$ cat config.mk
export PLATFORM = sky130hd
export DESIGN_NAME = palette_loader_flat
export DESIGN_NICKNAME = d
export VERILOG_FILES = /design/src/rtl/palette_loader_if.sv /design/src/rtl/palette_loader.sv /design/src/flat_wrapper.sv
export SDC_FILE = /design/constraint.sdc
export NUM_CORES = 1
export LEC_CHECK = 0
export ABC_AREA = 1
export BUFFER_PORTS_ARGS = -buffer_cell sky130_fd_sc_hd__buf_2
export CAP_MARGIN = 15
export CORE_UTILIZATION = 34
export CTS_BUF_LIST = sky130_fd_sc_hd__clkbuf_8
export DETAILED_ROUTE_END_ITERATION = 8
export GPL_TIMING_DRIVEN = 1
export HOLD_SLACK_MARGIN = 0.03
export PLACE_DENSITY_LB_ADDON = 0.12
export SETUP_SLACK_MARGIN = 0.2
export SYNTH_ARGS = -nofsm -noshare
export SYNTH_HDL_FRONTEND = slang
export SYNTH_SLANG_ARGS = --single-unit
$ cat constraint.sdc
create_clock -name clk -period 4.2 [get_ports clk]
set_input_delay 0.63 -clock clk [delete_from_list [all_inputs] [get_ports clk]]
set_output_delay 0.63 -clock clk [all_outputs]
set_load 0.005 [all_outputs]
$ cat src/rtl/palette_loader_if.sv
// Host stream and palette RAM write port of the palette loader.
// The host/bench side uses master; the loader uses slave.
interface palette_loader_if #(
   parameter int RBG_SIZE   = 24,
   parameter int ADDR_WIDTH = 8,
   parameter int DATA_WIDTH = 32
);
   logic                  start;
   logic                  abort;
   logic [DATA_WIDTH-1:0] s_data;
   logic                  s_valid;
   logic                  s_last;
   logic                  s_ready;
   logic                  wr_en;
   logic [ADDR_WIDTH-1:0] wr_addr;
   logic [RBG_SIZE-1:0]   wr_data;
   logic                  busy;
   logic                  palette_valid;
   logic                  err;

   modport master (
      output start, abort, s_data, s_valid, s_last,
      input  s_ready, wr_en, wr_addr, wr_data, busy, palette_valid, err
   );

   modport slave (
      input  start, abort, s_data, s_valid, s_last,
      output s_ready, wr_en, wr_addr, wr_data, busy, palette_valid, err
   );
endinterface

$ cat src/rtl/palette_loader.sv
// Streams host RGB words into palette RAM addresses 0..LUT_SIZE-1 and flags
// whether the palette is complete (palette_valid) or the load ended early (err).
//
// state | meaning
// IDLE  | no load in progress, palette_valid low
// LOAD  | accepting stream words, one write per accepted word
// DONE  | all LUT_SIZE entries written, palette usable
// ERR   | host ended its transfer before the palette was full
module palette_loader #(
   parameter int RBG_SIZE   = 24,
   parameter int LUT_SIZE   = 256,
   parameter int ADDR_WIDTH = 8,
   parameter int DATA_WIDTH = 32
) (
   input logic             clk,
   input logic             rst,
   palette_loader_if.slave bus
);
   typedef enum logic [1:0] {IDLE, LOAD, DONE, ERR} state_t;

   localparam logic [ADDR_WIDTH:0] LAST_IDX = (ADDR_WIDTH+1)'(LUT_SIZE - 1);
   localparam logic [ADDR_WIDTH:0] CNT_ONE  = (ADDR_WIDTH+1)'(1);

   state_t                state;
   logic [ADDR_WIDTH:0]   cnt;
   logic                  s_ready_q;
   logic                  busy_q;
   logic                  pv_q;
   logic                  err_q;
   logic                  wr_en_q;
   logic [ADDR_WIDTH-1:0] wr_addr_q;
   logic [RBG_SIZE-1:0]   wr_data_q;
   logic                  accept;

   // s_ready is a registered copy of (state == LOAD), so accept never loops
   // combinationally back through s_valid.
   assign accept = bus.s_valid & s_ready_q;

   always_ff @(posedge clk or posedge rst) begin
      if (rst) begin
         state     <= IDLE;
         cnt       <= '0;
         s_ready_q <= 1'b0;
         busy_q    <= 1'b0;
         pv_q      <= 1'b0;
         err_q     <= 1'b0;
         wr_en_q   <= 1'b0;
         wr_addr_q <= '0;
         wr_data_q <= '0;
      end else begin
         wr_en_q <= 1'b0;
         if (bus.abort) begin
            // A write registered last cycle still reaches the RAM this cycle;
            // the word offered now is dropped.
            state     <= IDLE;
            s_ready_q <= 1'b0;
            busy_q    <= 1'b0;
            pv_q      <= 1'b0;
         end else begin
            case (state)
               IDLE, DONE, ERR: begin
                  if (bus.start) begin
                     state     <= LOAD;
                     cnt       <= '0;
                     pv_q      <= 1'b0;
                     err_q     <= 1'b0;
                     s_ready_q <= 1'b1;
                     busy_q    <= 1'b1;
                  end
               end
               LOAD: begin
                  if (accept) begin
                     wr_en_q   <= 1'b1;
                     wr_addr_q <= cnt[ADDR_WIDTH-1:0];
                     wr_data_q <= bus.s_data[RBG_SIZE-1:0];
                     cnt       <= cnt + CNT_ONE;
                     if (cnt == LAST_IDX) begin
                        state     <= DONE;
                        pv_q      <= 1'b1;
                        s_ready_q <= 1'b0;
                        busy_q    <= 1'b0;
                     end else if (bus.s_last) begin
                        state     <= ERR;
                        err_q     <= 1'b1;
                        s_ready_q <= 1'b0;
                        busy_q    <= 1'b0;
                     end
                  end
               end
               default: begin
                  state     <= IDLE;
                  s_ready_q <= 1'b0;
                  busy_q    <= 1'b0;
               end
            endcase
         end
      end
   end

   generate
      if (DATA_WIDTH > RBG_SIZE) begin : g_pad
         logic unused_pad;
         assign unused_pad = ^bus.s_data[DATA_WIDTH-1:RBG_SIZE];
      end
   endgenerate

   assign bus.s_ready       = s_ready_q;
   assign bus.busy          = busy_q;
   assign bus.palette_valid = pv_q;
   assign bus.err           = err_q;
   assign bus.wr_en         = wr_en_q;
   assign bus.wr_addr       = wr_addr_q;
   assign bus.wr_data       = wr_data_q;
endmodule

$ cat src/flat_wrapper.sv
// flat-port wrapper written by rule: the top's interface ports become plain ports
module palette_loader_flat 
#(
   parameter int RBG_SIZE   = 24,
   parameter int LUT_SIZE   = 256,
   parameter int ADDR_WIDTH = 8,
   parameter int DATA_WIDTH = 32
)
  (clk, rst, bus_start, bus_abort, bus_s_data, bus_s_valid, bus_s_last, bus_s_ready, bus_wr_en, bus_wr_addr, bus_wr_data, bus_busy, bus_palette_valid, bus_err);
  palette_loader_if #(.RBG_SIZE(RBG_SIZE), .ADDR_WIDTH(ADDR_WIDTH), .DATA_WIDTH(DATA_WIDTH)) bus_i ();
  input logic clk;
  input logic rst;
  input wire logic [$bits(bus_i.start)-1:0] bus_start;
  input wire logic [$bits(bus_i.abort)-1:0] bus_abort;
  input wire logic [$bits(bus_i.s_data)-1:0] bus_s_data;
  input wire logic [$bits(bus_i.s_valid)-1:0] bus_s_valid;
  input wire logic [$bits(bus_i.s_last)-1:0] bus_s_last;
  output wire logic [$bits(bus_i.s_ready)-1:0] bus_s_ready;
  output wire logic [$bits(bus_i.wr_en)-1:0] bus_wr_en;
  output wire logic [$bits(bus_i.wr_addr)-1:0] bus_wr_addr;
  output wire logic [$bits(bus_i.wr_data)-1:0] bus_wr_data;
  output wire logic [$bits(bus_i.busy)-1:0] bus_busy;
  output wire logic [$bits(bus_i.palette_valid)-1:0] bus_palette_valid;
  output wire logic [$bits(bus_i.err)-1:0] bus_err;
  assign bus_i.start = bus_start;
  assign bus_i.abort = bus_abort;
  assign bus_i.s_data = bus_s_data;
  assign bus_i.s_valid = bus_s_valid;
  assign bus_i.s_last = bus_s_last;
  assign bus_s_ready = bus_i.s_ready;
  assign bus_wr_en = bus_i.wr_en;
  assign bus_wr_addr = bus_i.wr_addr;
  assign bus_wr_data = bus_i.wr_data;
  assign bus_busy = bus_i.busy;
  assign bus_palette_valid = bus_i.palette_valid;
  assign bus_err = bus_i.err;
  palette_loader #(.RBG_SIZE(RBG_SIZE), .LUT_SIZE(LUT_SIZE), .ADDR_WIDTH(ADDR_WIDTH), .DATA_WIDTH(DATA_WIDTH)) u_core (.clk(clk), .rst(rst), .bus(bus_i));
endmodule
== Word level (Yosys, flattened, before mapping) ==
Index checks and enable logic that the tools add are counted.

* Register bits after elaboration: 47
* Input bits: 38
* Output and inout bits: 37
* Logic and storage cells: 57

* $add $sub $neg: 1
* Equality and inequality tests: 12
* Muxes and demuxes: 27
* Bitwise operators: 2
* Reduce and logical (&&, ||, !) cells: 7

{| class="wikitable"
|+ Operator list
! kind !! count
|-
| 9-bit two-way mux || 2
|-
| 9-bit one-hot mux with 2 select lines || 1
|-
| 1-bit two-way mux || 15
|-
| 3-bit AND reduction || 4
|-
| 2-bit two-way mux || 5
|-
| 9-bit by 1-bit adder with 9-bit output, second input constant || 1
|-
| 9-bit by 8-bit equality test with 1-bit output, second input constant || 1
|-
| 2-bit inequality test, second input constant || 3
|-
| 3-bit by 2-bit inequality test with 1-bit output, second input constant || 2
|-
| 1-bit one-hot mux with 2 select lines || 3
|-
| 5-bit AND reduction || 1
|-
| 2-bit equality test, second input constant || 2
|-
| 4-bit by 3-bit inequality test with 1-bit output, second input constant || 1
|-
| 2-bit one-hot mux with 2 select lines || 1
|-
| 3-bit inequality test, second input constant || 1
|-
| 3-bit OR reduction || 1
|-
| 2-bit by 1-bit equality test with 1-bit output, second input constant || 1
|-
| 2-bit zero test || 1
|-
| 2-bit by 1-bit inequality test with 1-bit output, second input constant || 1
|-
| 1-bit bitwise AND || 1
|-
| 1-bit NOT || 1
|}

== Longest topological paths before layout ==
Gate-level depths: netlist (run 1).

* Depth in word-level cells: 5
* Mapped depth: 10
* Depth with buffers taken out: 10

== Worst setup path after synthesis (run 1) ==
Ideal clock, no wire load.

* Path type: flip-flop to flip-flop
* From: register u_core.cnt[0]
* To: register u_core.pv_q, in the netlist u_core.bus.palette_valid
* Library setup time: 0.127 ns
* Data arrival time: 1.381 ns
* Required time: 4.073 ns
* Setup slack: 2.692 ns
* Cell stages (with the launch flop): 10
* Path buffers: 0
* Period minus slack after synthesis: 1.508 ns
* Cell sequence: dfrtp_1 > ha_1 > nand2_1 > nor4_1 > ha_1 > inv_1 > o21ai_0 > nand2_1 > nand2_1 > o21ai_0

* Cells in the longest elaborated chain, start to end: 3

{| class="wikitable"
|+ Ends and longest elaborated chain
! what !! RTL line !! RTL
|-
| start: declaration || palette_loader.sv:25 || <nowiki>logic [ADDR_WIDTH:0] cnt;</nowiki>
|-
| start signal: assignment || palette_loader.sv:76 || <nowiki>cnt <= cnt + CNT_ONE;</nowiki>
|-
| 9-bit by 8-bit equality test with 1-bit output || palette_loader.sv:77 || <nowiki>if (cnt == LAST_IDX) begin</nowiki>
|-
| 3-bit by 2-bit inequality test with 1-bit output (no source line) || - ||
|-
| 3-bit AND reduction (no source line) || - ||
|-
| end signal: assignment || palette_loader.sv:58 || <nowiki>pv_q <= 1'b0;</nowiki>
|-
| end signal: assignment || palette_loader.sv:65 || <nowiki>pv_q <= 1'b0;</nowiki>
|-
| end signal: assignment || palette_loader.sv:79 || <nowiki>pv_q <= 1'b1;</nowiki>
|-
| end: declaration || palette_loader.sv:28 || <nowiki>logic pv_q;</nowiki>
|}

No other way between the ends.
A chain may end at the register's enable or synchronous reset.

== Worst setup path in the final report (run 1) ==
* From: register u_core.cnt[1]
* To: register u_core.state[1]

* Cells in the longest elaborated chain, start to end: 5
* Elaborated cells between the ends (all ways): 7
* Classes of those cells: eq/ne (2); mux (4); reduce/logical (1)

{| class="wikitable"
|+ Ends and longest elaborated chain
! what !! RTL line !! RTL
|-
| 9-bit by 8-bit equality test with 1-bit output (*) || palette_loader.sv:77 ||
|-
| 2-bit two-way mux || palette_loader.sv:77 ||
|-
| 2-bit two-way mux || palette_loader.sv:72 || <nowiki>if (accept) begin</nowiki>
|-
| 2-bit one-hot mux with 2 select lines || palette_loader.sv:60 || <nowiki>case (state)</nowiki>
|-
| 2-bit two-way mux || palette_loader.sv:52 || <nowiki>if (bus.abort) begin</nowiki>
|-
| end signal: assignment || palette_loader.sv:55 || <nowiki>state <= IDLE;</nowiki>
|-
| end signal: assignment || palette_loader.sv:63 || <nowiki>state <= LOAD;</nowiki>
|-
| end signal: assignment || palette_loader.sv:78 || <nowiki>state <= DONE;</nowiki>
|-
| end: declaration || palette_loader.sv:24 || <nowiki>state_t state;</nowiki>
|}

Every way passes the cells marked *; elsewhere a longest branch is shown, timed or not. The select of a mux whose other input is x is not followed.

==> results of run 1 <==
## path summary, 6_finish.rpt
check                           slack (ns)                     to             startpoint
worst max-delay path                  2.43        u_core.state[1]          u_core.cnt[1]
worst min-delay path                  0.48  u_core.bus.wr_data[4]  u_core.bus.wr_data[4]
worst max register to register        2.43        u_core.state[1]          u_core.cnt[1]
worst min register to register        0.48  u_core.bus.wr_data[4]  u_core.bus.wr_data[4]
max in group asynchronous             3.04          u_core.cnt[1]                    rst
min in group asynchronous             0.56  u_core.bus.wr_data[8]                    rst
## final cells by class
type | instances | area [um^2] | area share
tap | 75 | 93.84 | 0.03671
timing repair buffer | 66 | 330.3 | 0.1292
clock buffer | 5 | 68.82 | 0.02692
inverter | 15 | 56.30 | 0.02203
clock inverter | 2 | 33.78 | 0.01322
sequential | 47 | 1176 | 0.4601
multi-input combinational | 174 | 797.0 | 0.3118
## kinds of logic after synthesis
kind of cell | Yosys count | share of synthesized area
buffers and inverters | 23 | 0.05851
adder cells (fa/ha/maj) | 2 | 0.01194
flip-flops | 47 | 0.5612
AO/OA/AOI/OAI | 19 | 0.05254
AND/OR/NAND/NOR | 153 | 0.3158
## metal layers
metal / global-route usage / part of all wire / vias to the layer above
li1: - / - / 882
met1: 0.1963 / 0.49 / 768
met2: 0.2102 / 0.44 / 66
met3: 0.03523 / 0.056 / 7
met4: 0.03750 / 0.011 / 0
met5: 0 / 0 / -
## critical path, cell delays in order, from the launching register on
cell and delay, ns:
dfrtp_1 0.40, ha_1 0.18, nand2_1 0.10, nor4_1 0.31, ha_1 0.21, inv_1 0.06, nand3_1 0.08, nand3_1 0.14
nand2_1 0.08, o21ai_0 0.08
## state kept, by name, indices dropped and copies added, names as in the netlist
signal,cells
u_core.bus.busy,1
u_core.bus.err,1
u_core.bus.palette_valid,1
u_core.bus.wr_addr,8
u_core.bus.wr_data,24
u_core.bus.wr_en,1
u_core.cnt,9
u_core.state,2
## power by group
| part | switching [mW] | internal, mW | total [mW] |
|---|---|---|---|
| Sequential | 0.0711 | 0.586 | 0.657 |
| Combinational | 0.182 | 0.167 | 0.349 |
| Clock | 0.142 | 0.172 | 0.314 |
| Total | 0.395 | 0.926 | 1.32 |
## cell usage after synthesis (all sizes together)
cell / n
buf: 8
nand2: 117
nor3: 1
o21ai: 15
nand4: 1
nor2: 19
nand3: 13
ha: 2
inv: 15
a21oi: 2
o21bai: 1
or2: 1
o22ai: 1
nor4: 1
dfrtp: 47
## through the flow
step	std cells	cell area [um^2]	utilization	worst slack [ns]
4_1_cts	384	2556	0.4317	2.405
3_5_place_dp	377	2454	0.4144	2.269
2_1_floorplan	244	2096	-	2.454
6_report	384	2556	0.4317	2.427
5_1_grt	384	2556	0.4317	2.208
3_3_place_gp	377	2454	0.4144	2.280
==> key figures, run 1 <==
Setup path
  – CP Class: flop to flop
  – Max FO, Critical Path: 4
  – Critical Path Sink Type: flop
  – Startpoint types: flop
  – R2R depth: 9
  – CP required: 4.37 ns
  – WP data arrival: 1.94 ns

Layout
  – # nets final: 349
  – Fillers: 617
  – Commonest non-fill, non-tap cell in the layout: nand2_1
  – Area growth syn-to-layout: 21.97%
  – ANT cells: 0
  – Share of cells above drive strength 1: 0.2751
  – Commonest non-fill, non-tap cells in the layout: nand2_1, buf_2, dfrtp_1

STA
  – Final hold violations: 0
  – Max-slew violations: 0
  – RSZ-0062 raised after global routing: false
  – Tcrit/Tclk final: 0.4221
  – Setup TNS: 0 ns
  – Fmax: 564.1 MHz
  – Setup-failing EPs final: 0
  – Hold Slack: 0.4758 ns
  – Slew HR: 0.3538
  – Clk_skew: 0.009246 ns
  – Min Tclk post-route: 1.773 ns
  – Worst slew pin tran: 0.9679 ns

Clocking
  – H-tree levels: 2
  – Inserted Clock Buffers: 5
  – Post CTS Setup Buffer Count: 0
  – CTS Buffer Depth: 2
  – Clock slew at reported path FFs: 0.08 ns
  – Clock Tree Root: clkbuf_8
  – Later-pin clock latency in the skew report: 0.29 ns
  – CTS tree: done
  – CTS-repair resized insts: 0
  – CTS Hold Bufs: 0
  – Clk sink count: 47

Detailed routing
  – Average wire per standard cell: 11.19 um
  – Vias: 1723
  – TritonRoute pass-1 iters: 4
  – Initial DRC count: 94
  – Drt drc: 0
  – Routed vias/inst: 4.487
  – Total wire length: 4297 um
  – Routed Antenna Nets: 0

Run status
  – Status: finished clean

Floorplanning
  – Starting density of the core: 0.3540
  – Top Ports: 75
  – Die Area: 6482 um^2
  – CORE AREA: 5921 um^2
  – Die height: 80.51 um
  – Row count: 28
  – Die width: 80.51 um

Logic synthesis
  – Post-Syn Area: 2096 um^2
  – Post-synth net total: 284
  – Synth Area per Inst: 8.589 um^2
  – Synth Register Bits: 47
  – Synth top area cells: dfrtp_1, nand2_1, o21ai_0
  – Yosys warnings: 0
  – Syn Inst Count: 244
  – Distinct cells, synth: 22
  – Area share of the largest cell type after synthesis: 0.5612
  – Most area-hungry cell type in the Yosys netlist: dfrtp_1
  – Part of the Yosys area used for sequential elements: 0.5612

GRT
  – Global route total overflow: 0
  – Largest net degree at the start of global routing: 48
  – Initial antenna violation count: 0
  – Total GRT Usage: 0.1392
  – First-pass GRT wire length: 6824 um
  – Number of global-route vias before repair: 1468

Placement
  – I/O Buffers: 66
  – DP HPWL: 2896 um
  – Final Wtd Congestion: 0.8314

Power
  – Maximum vdd drop: 0.2093 mV
  – Leak: 1.458 nW
  – P per Cell Area: 516.8 nW/um^2
  – Total power: 1.321 mW

Hold path
  – Worst min path class: flop to flop
  – Hold Path Stages: 2

Flow run
  – Max cap viols: 0
Note: power is estimated with default switching activity, not from simulation.
==> inputs of run 2 (changes only) <==
==> constraint.sdc (replaced) <==
create_clock -name clk -period 1.65 [get_ports clk]
set_input_delay 0.2475 -clock clk [delete_from_list [all_inputs] [get_ports clk]]
set_output_delay 0.2475 -clock clk [all_outputs]
set_load 0.005 [all_outputs]
==> run 2 against run 1 <==
Effect of this change: total power grew to 2.5 times the previous value; sequential power grew to 2.6 times the previous value; non-clock buffer count grew 15; sequential share of layout area shrank 2.6 points; design area grew 6.2%.
==> key figures, run 2 (synthesis gave the netlist of run 1 again) <==
Layout
  – ANT cells: 0 (unchanged)
  – Non-filler cells, final: 400 (+4.2%)
  – Area growth syn-to-layout: 29.55%
  – Multi-input combinational cell area: 834.6 um^2 (+4.7%)
  – Max FFs per register: 24 (unchanged)
  – Register area: 1177 um^2 (+0.11%)
  – Share of cells above drive strength 1: 0.3385 (+0.06338)
  – # nets final: 364 (+4.3%)
  – Fillers: 594 (-3.7%)
  – Commonest non-fill, non-tap cell in the layout: nand2_1
  – Finished Core Util: 0.4586 (+0.02684)
  – Commonest non-fill, non-tap cells in the layout: nand2_1, buf_2, dfrtp_1

STA
  – Setup-failing EPs final: 0 (unchanged)
  – Tcrit/Tclk final: 0.8703 (+0.4483)
  – Slew HR: 0.8096 (+0.4559)
  – Clk_skew: 0.007350 ns (-0.001896 ns)
  – RSZ-0062 raised after global routing: true
  – Final hold violations: 0 (unchanged)
  – Worst setup margin: 0.2139 ns (-2.213 ns)
  – Worst slew pin tran: 0.2851 ns (-0.6828 ns)
  – Min Tclk post-route: 1.436 ns (-0.3366 ns)
  – Setup TNS: 0 ns (unchanged)
  – Fmax: 696.4 MHz (+23%)
  – Max-slew violations: 0 (unchanged)

Setup path
  – CP Class: flop to flop
  – Max FO, Critical Path: 3 (-1)
  – Critical Path Sink Type: flop
  – Count of buffer and inverter cells on the critical path: 1 (unchanged)
  – WP data arrival: 1.64 ns (-0.30 ns)
  – CP peak stage delay: 0.39 ns (about the same)
  – Startpoint types: flop
  – CP required: 1.86 ns (-2.51 ns)
  – Cell family with most CP delay: simple AND/OR/NAND/NOR gates
  – CP max-delay cell: dfrtp_1
  – Crit-path cells: ha_2, nand2_2, nor4_2, ha_2, inv_2, nor2_1, nor2_1, nand3_1, nand2_1, nand2_1

Floorplanning
  – Top Ports: 75 (unchanged)
  – Die height: 80.51 um (unchanged)
  – CORE AREA: 5921 um^2 (unchanged)
  – Die Area: 6482 um^2 (unchanged)
  – Row count: 28 (unchanged)
  – Starting density of the core: 0.3540 (unchanged)
  – Die width: 80.51 um (unchanged)

GRT
  – Number of global-route vias before repair: 1622 (+10%)
  – Global route total overflow: 0 (unchanged)
  – Initial antenna violation count: 0 (unchanged)
  – Total GRT Usage: 0.1536 (+0.01439)
  – Largest net degree at the start of global routing: 37 (-23%)
  – First-pass GRT wire length: 7534 um (+10%)

Power
  – Comb pwr share: 0.280 (+0.016)
  – Maximum vdd drop: 0.5720 mV (+170%)
  – P_sw: 1.069 mW (+170%)
  – Seq pwr share: 0.506 (+0.008)
  – Clock power share: 0.214 (-0.024)
  – Total power: 3.318 mW (+150%)
  – Internal Pwr Total: 2.249 mW (+140%)
  – Leak: 1.519 nW (+4.2%)
  – Sw frac: 0.3221 (+0.02294)
  – P per Cell Area: 1222 nW/um^2 (+140%)

Detailed routing
  – Initial DRC count: 77 (-18%)
  – Vias: 1756 (+1.9%)
  – Routed Antenna Nets: 0 (unchanged)
  – Drt drc: 0 (unchanged)
  – Average wire per standard cell: 11.49 um (+2.6%)
  – TritonRoute pass-1 iters: 4 (unchanged)
  – Routed vias/inst: 4.390 (-2.2%)
  – Total wire length: 4594 um (+6.9%)

Run status
  – Status: finished clean

Placement
  – Final Wtd Congestion: 0.7513 (-9.6%)
  – DP HPWL: 3233 um (+12%)
  – Placed Cells: 389 (+3.2%)
  – Pre-CTS setup slack: 0.06239 ns (-2.207 ns)
  – I/O Buffers: 66 (unchanged)

Flow run
  – Max cap viols: 0 (unchanged)

Clocking
  – CTS Buffer Depth: 2 (unchanged)
  – H-tree levels: 2 (unchanged)
  – Clk sink count: 47 (unchanged)
  – Clock slew at reported path FFs: 0.09 ns (about the same)
  – Inserted Clock Buffers: 5 (unchanged)
  – Clock Tree Root: clkbuf_8
  – CTS tree: done
  – Later-pin clock latency in the skew report: 0.30 ns (about the same)

Hold path
  – Worst min path class: input port to flop
-- run 2: path summary, 6_finish.rpt --
path | startpoint | to | slack (ns) | depth (start not counted)
min | bus_s_data[2] | u_core.bus.wr_data[2] | 0.13 | 3
min reg2reg | u_core.bus.wr_data[3] | u_core.bus.wr_data[3] | 0.48 | 2
max in group asynchronous | rst | u_core.bus.wr_data[15] | 0.74 | 4
min in group asynchronous | rst | u_core.bus.wr_data[2] | 0.42 | 3
max reg2reg | u_core.cnt[0] | u_core.bus.err | 0.21 | 10
max | u_core.cnt[0] | u_core.bus.err | 0.21 | 10
-- run 2: repair_timing --
action                                  4_1_cts  5_1_grt
pin swaps                                     7        0
hold buffers                                  1        0
setup buffers                                 2        0
endpoints found under the setup margin        5       26
hold endpoints to repair                     11        0
cloned                                        0        0
resized for setup                             4        5
-- run 2: stage by stage --
stage	hold WS, ns	cell area, um^2
final	0.1308	2715
after global routing	0.1261	2715
after CTS	0.1260	2693
after detailed placement	0.2058	2572
after global placement	0.2074	2572
after floorplan	0.3571	2112
-- run 2: routing by layer --
layer	up-vias	GRT usage	wire, um
met5	-	0	0
met4	0	0.04286	61
met3	7	0.04773	290
met2	53	0.2449	2015
met1	783	0.1991	2226
li1	913	-	-
-- run 2: cell type report --
type | count | share of cell area
clock inverter | 3 | 0.006912
timing repair buffer | 81 | 0.1714
sequential | 47 | 0.4336
tap | 75 | 0.03456
clock buffer | 5 | 0.02535
inverter | 15 | 0.02074
multi-input combinational | 174 | 0.3074
-- run 2: power by group through the flow --
| stage | combinational (mW) | clock [mW] | sequential [mW] |
|---|---|---|---|
| final | 0.930 | 0.710 | 1.68 |
| after global routing | 1.06 | 0.791 | 1.73 |
| after CTS | 0.947 | 0.739 | 1.68 |
| after detailed placement | 0.947 | 0 | 1.69 |
| after global placement | 0.924 | 0 | 1.70 |
| after floorplan | 0.437 | 0 | 1.73 |
-- run 2: tightest hold or removal path: stages --
cell and delay, ns:
buf_2 0.07, nand2_1 0.04, nand2_1 0.04
==> inputs of run 3 (changes only) <==
--- a/config.mk
+++ b/config.mk
@@ -8,7 +8,9 @@
 export ABC_AREA = 1
 export BUFFER_PORTS_ARGS = -buffer_cell sky130_fd_sc_hd__buf_2
 export CAP_MARGIN = 15
-export CORE_UTILIZATION = 34
+export CELL_PAD_IN_SITES_DETAIL_PLACEMENT = 0
+export CELL_PAD_IN_SITES_GLOBAL_PLACEMENT = 2
+export CORE_UTILIZATION = 29
 export CTS_BUF_LIST = sky130_fd_sc_hd__clkbuf_8
 export DETAILED_ROUTE_END_ITERATION = 8
 export GPL_TIMING_DRIVEN = 1
==> run 3 against run 2 <==
Effect of this change: design area up 1.5%; critical path type unchanged; largest power group unchanged; die area up 17%; clock power up 10%; register-to-register slack worse by 0.04 ns; combinational power up 1%.
==> key figures, run 3 (synthesis gave the netlist of run 1 again) <==
Layout
  – # nets final: 361 (-0.82%)
  – ANT cells: 0 (unchanged)
  – Fillers: 729 (+23%)
  – Commonest non-fill, non-tap cell in the layout: nand2_1
  – Area growth syn-to-layout: 31.52%
  – Max FFs per register: 24 (unchanged)
  – Share of cells above drive strength 1: 0.3354 (-0.003058)
  – Commonest non-fill, non-tap cells in the layout: nand2_1, buf_2, dfrtp_1
  – Finished Core Util: 0.4013 (-0.05730)

Power
  – Maximum vdd drop: 0.4294 mV (-25%)
  – P per Cell Area: 1227 nW/um^2 (+0.38%)
  – Leak: 1.547 nW (+1.8%)

Setup path
  – Cell family with most CP delay: adder cells
  – Max FO, Critical Path: 3 (unchanged)
  – CP required: 1.84 ns (-0.02 ns)
  – Crit-path cells: ha_2, nand2_2, nor4_4, ha_2, inv_2, o21ai_1, nand2_1, nand2_1, o21ai_1
  – Count of buffer and inverter cells on the critical path: 1 (unchanged)
  – WP data arrival: 1.66 ns (+0.02 ns)
  – Startpoint types: flop
  – Critical Path Sink Type: flop
  – CP Class: flop to flop
  – CP peak stage delay: 0.36 ns (-0.03 ns)
  – CP max-delay cell: dfrtp_1

STA
  – Min Tclk post-route: 1.474 ns (+0.03774 ns)
  – Clk_skew: 0.003222 ns (-0.004129 ns)
  – Max-slew violations: 0 (unchanged)
  – Tcrit/Tclk final: 0.8932 (+0.02287)
  – Setup TNS: 0 ns (unchanged)
  – Final hold violations: 0 (unchanged)
  – Fmax: 678.5 MHz (-2.6%)
  – Setup-failing EPs final: 0 (unchanged)
  – Worst slew pin tran: 0.3932 ns (+0.1081 ns)
  – Slew HR: 0.7375 (-0.07217)
  – RSZ-0062 raised after global routing: true

Clocking
  – Clock Tree Root: clkbuf_8
  – Later-pin clock latency in the skew report: 0.30 ns (about the same)
  – Inserted Clock Buffers: 5 (unchanged)
  – CTS Buffer Depth: 2 (unchanged)
  – Clock slew at reported path FFs: 0.09 ns (about the same)
  – CTS tree: done
  – H-tree levels: 2 (unchanged)
  – Clk sink count: 47 (unchanged)

Flow run
  – Max cap viols: 0 (unchanged)

Detailed routing
  – Routed vias/inst: 4.254 (-3.1%)
  – Average wire per standard cell: 11.74 um (+2.2%)
  – Drt drc: 0 (unchanged)
  – TritonRoute pass-1 iters: 4 (unchanged)
  – Vias: 1778 (+1.3%)
  – Routed Antenna Nets: 0 (unchanged)
  – Initial DRC count: 37 (-52%)
  – Total wire length: 4906 um (+6.8%)

Placement
  – Final Wtd Congestion: 0.7778 (+3.5%)
  – I/O Buffers: 66 (unchanged)
  – DP HPWL: 3473 um (+7.4%)

Floorplanning
  – CORE AREA: 6869 um^2 (+16%)
  – Die width: 87.01 um (+8.1%)
  – Die height: 87.01 um (+8.1%)
  – Die Area: 7571 um^2 (+17%)
  – Top Ports: 75 (unchanged)
  – Row count: 30 (+7.1%)
  – Starting density of the core: 0.3051 (-0.04887)

GRT
  – Global route total overflow: 0 (unchanged)
  – Largest net degree at the start of global routing: 32 (-14%)
  – Initial antenna violation count: 0 (unchanged)
  – First-pass GRT wire length: 8397 um (+11%)
  – Number of global-route vias before repair: 1734 (+6.9%)
  – Total GRT Usage: 0.1440 (-0.009627)

Run status
  – Status: finished clean

Hold path
  – Worst min path class: input port to flop
run 3: cell types whose count changed in the layout (fill, tap and decap cells not counted), sizes merged:
| cell | change |
|---|---|
| clkbuf | +2 |
| buf | -3 |
| clkinvlp | +1 |
| inv | -1 |
| clkinv | -2 |
run 3: metal layers:
metal / vias up / track usage / share of wire
li1: 915 / - / -
met1: 818 / 0.1814 / 0.47
met2: 38 / 0.2455 / 0.47
met3: 7 / 0.02559 / 0.046
met4: 0 / 0.05455 / 0.014
met5: - / 0 / 0
run 3: layout make-up:
class / count / area [um^2] / share of cell area
Clock buffer: 7 / 96.34 / 0.03495
Clock inverter: 1 / 7.507 / 0.002724
Inverter: 15 / 56.30 / 0.02043
Multi-Input combinational cell: 174 / 839.6 / 0.3046
Sequential cell: 47 / 1176 / 0.4267
Tap cell: 96 / 120.1 / 0.04358
Timing Repair Buffer: 78 / 460.4 / 0.1670
run 3: what timing repair did:
| action | in CTS | in global routing |
|---|---|---|
| setup endpoints to repair | 31 | 16 |
| setup buffers | 3 | 0 |
| hold endpoints to repair | 16 | 0 |
| hold buffers | 1 | 0 |
| gates resized for setup | 7 | 1 |
| pin swaps | 11 | 2 |
run 3: worst paths after layout:
kind	startpoint	to	slack [ns]	cells past startpoint
min in group asynchronous	rst	u_core.bus.wr_data[13]	0.46	3
min	bus_s_data[14]	u_core.bus.wr_data[14]	0.13	3
max reg2reg	u_core.cnt[0]	u_core.bus.palette_valid	0.18	9
max	u_core.cnt[0]	u_core.bus.palette_valid	0.18	9
max in group asynchronous	rst	u_core.cnt[8]	0.69	4
min reg2reg	u_core.bus.err	u_core.bus.err	0.47	2
run 3: worst min-delay path: cells and delay by family:
family / cells / cell delay (ns)
buf+inv: 1 / 0.07
simple gates: 2 / 0.08
run 3: metrics by stage:
step                      worst slack (ns)  cell area, um^2  power [mW]  hold WS, ns  instances
final                               0.1762             2756       3.382       0.1330        418
after global placement             0.07201             2594       2.629       0.2604        406
after CTS                           0.1755             2754       3.444       0.1239        418
after global routing               0.03490             2756       3.656       0.1312        418
after detailed placement           0.04707             2594       2.642       0.2637        406
after floorplan                     0.1474             2112       2.169       0.3571        244
run 3: report_power, final:
group          leakage [nW]  total, mW  switching, mW  internal [mW]
Combinational         0.868      0.941          0.490          0.452
Clock                0.0505      0.781          0.399          0.382
Sequential            0.629       1.66          0.168           1.49
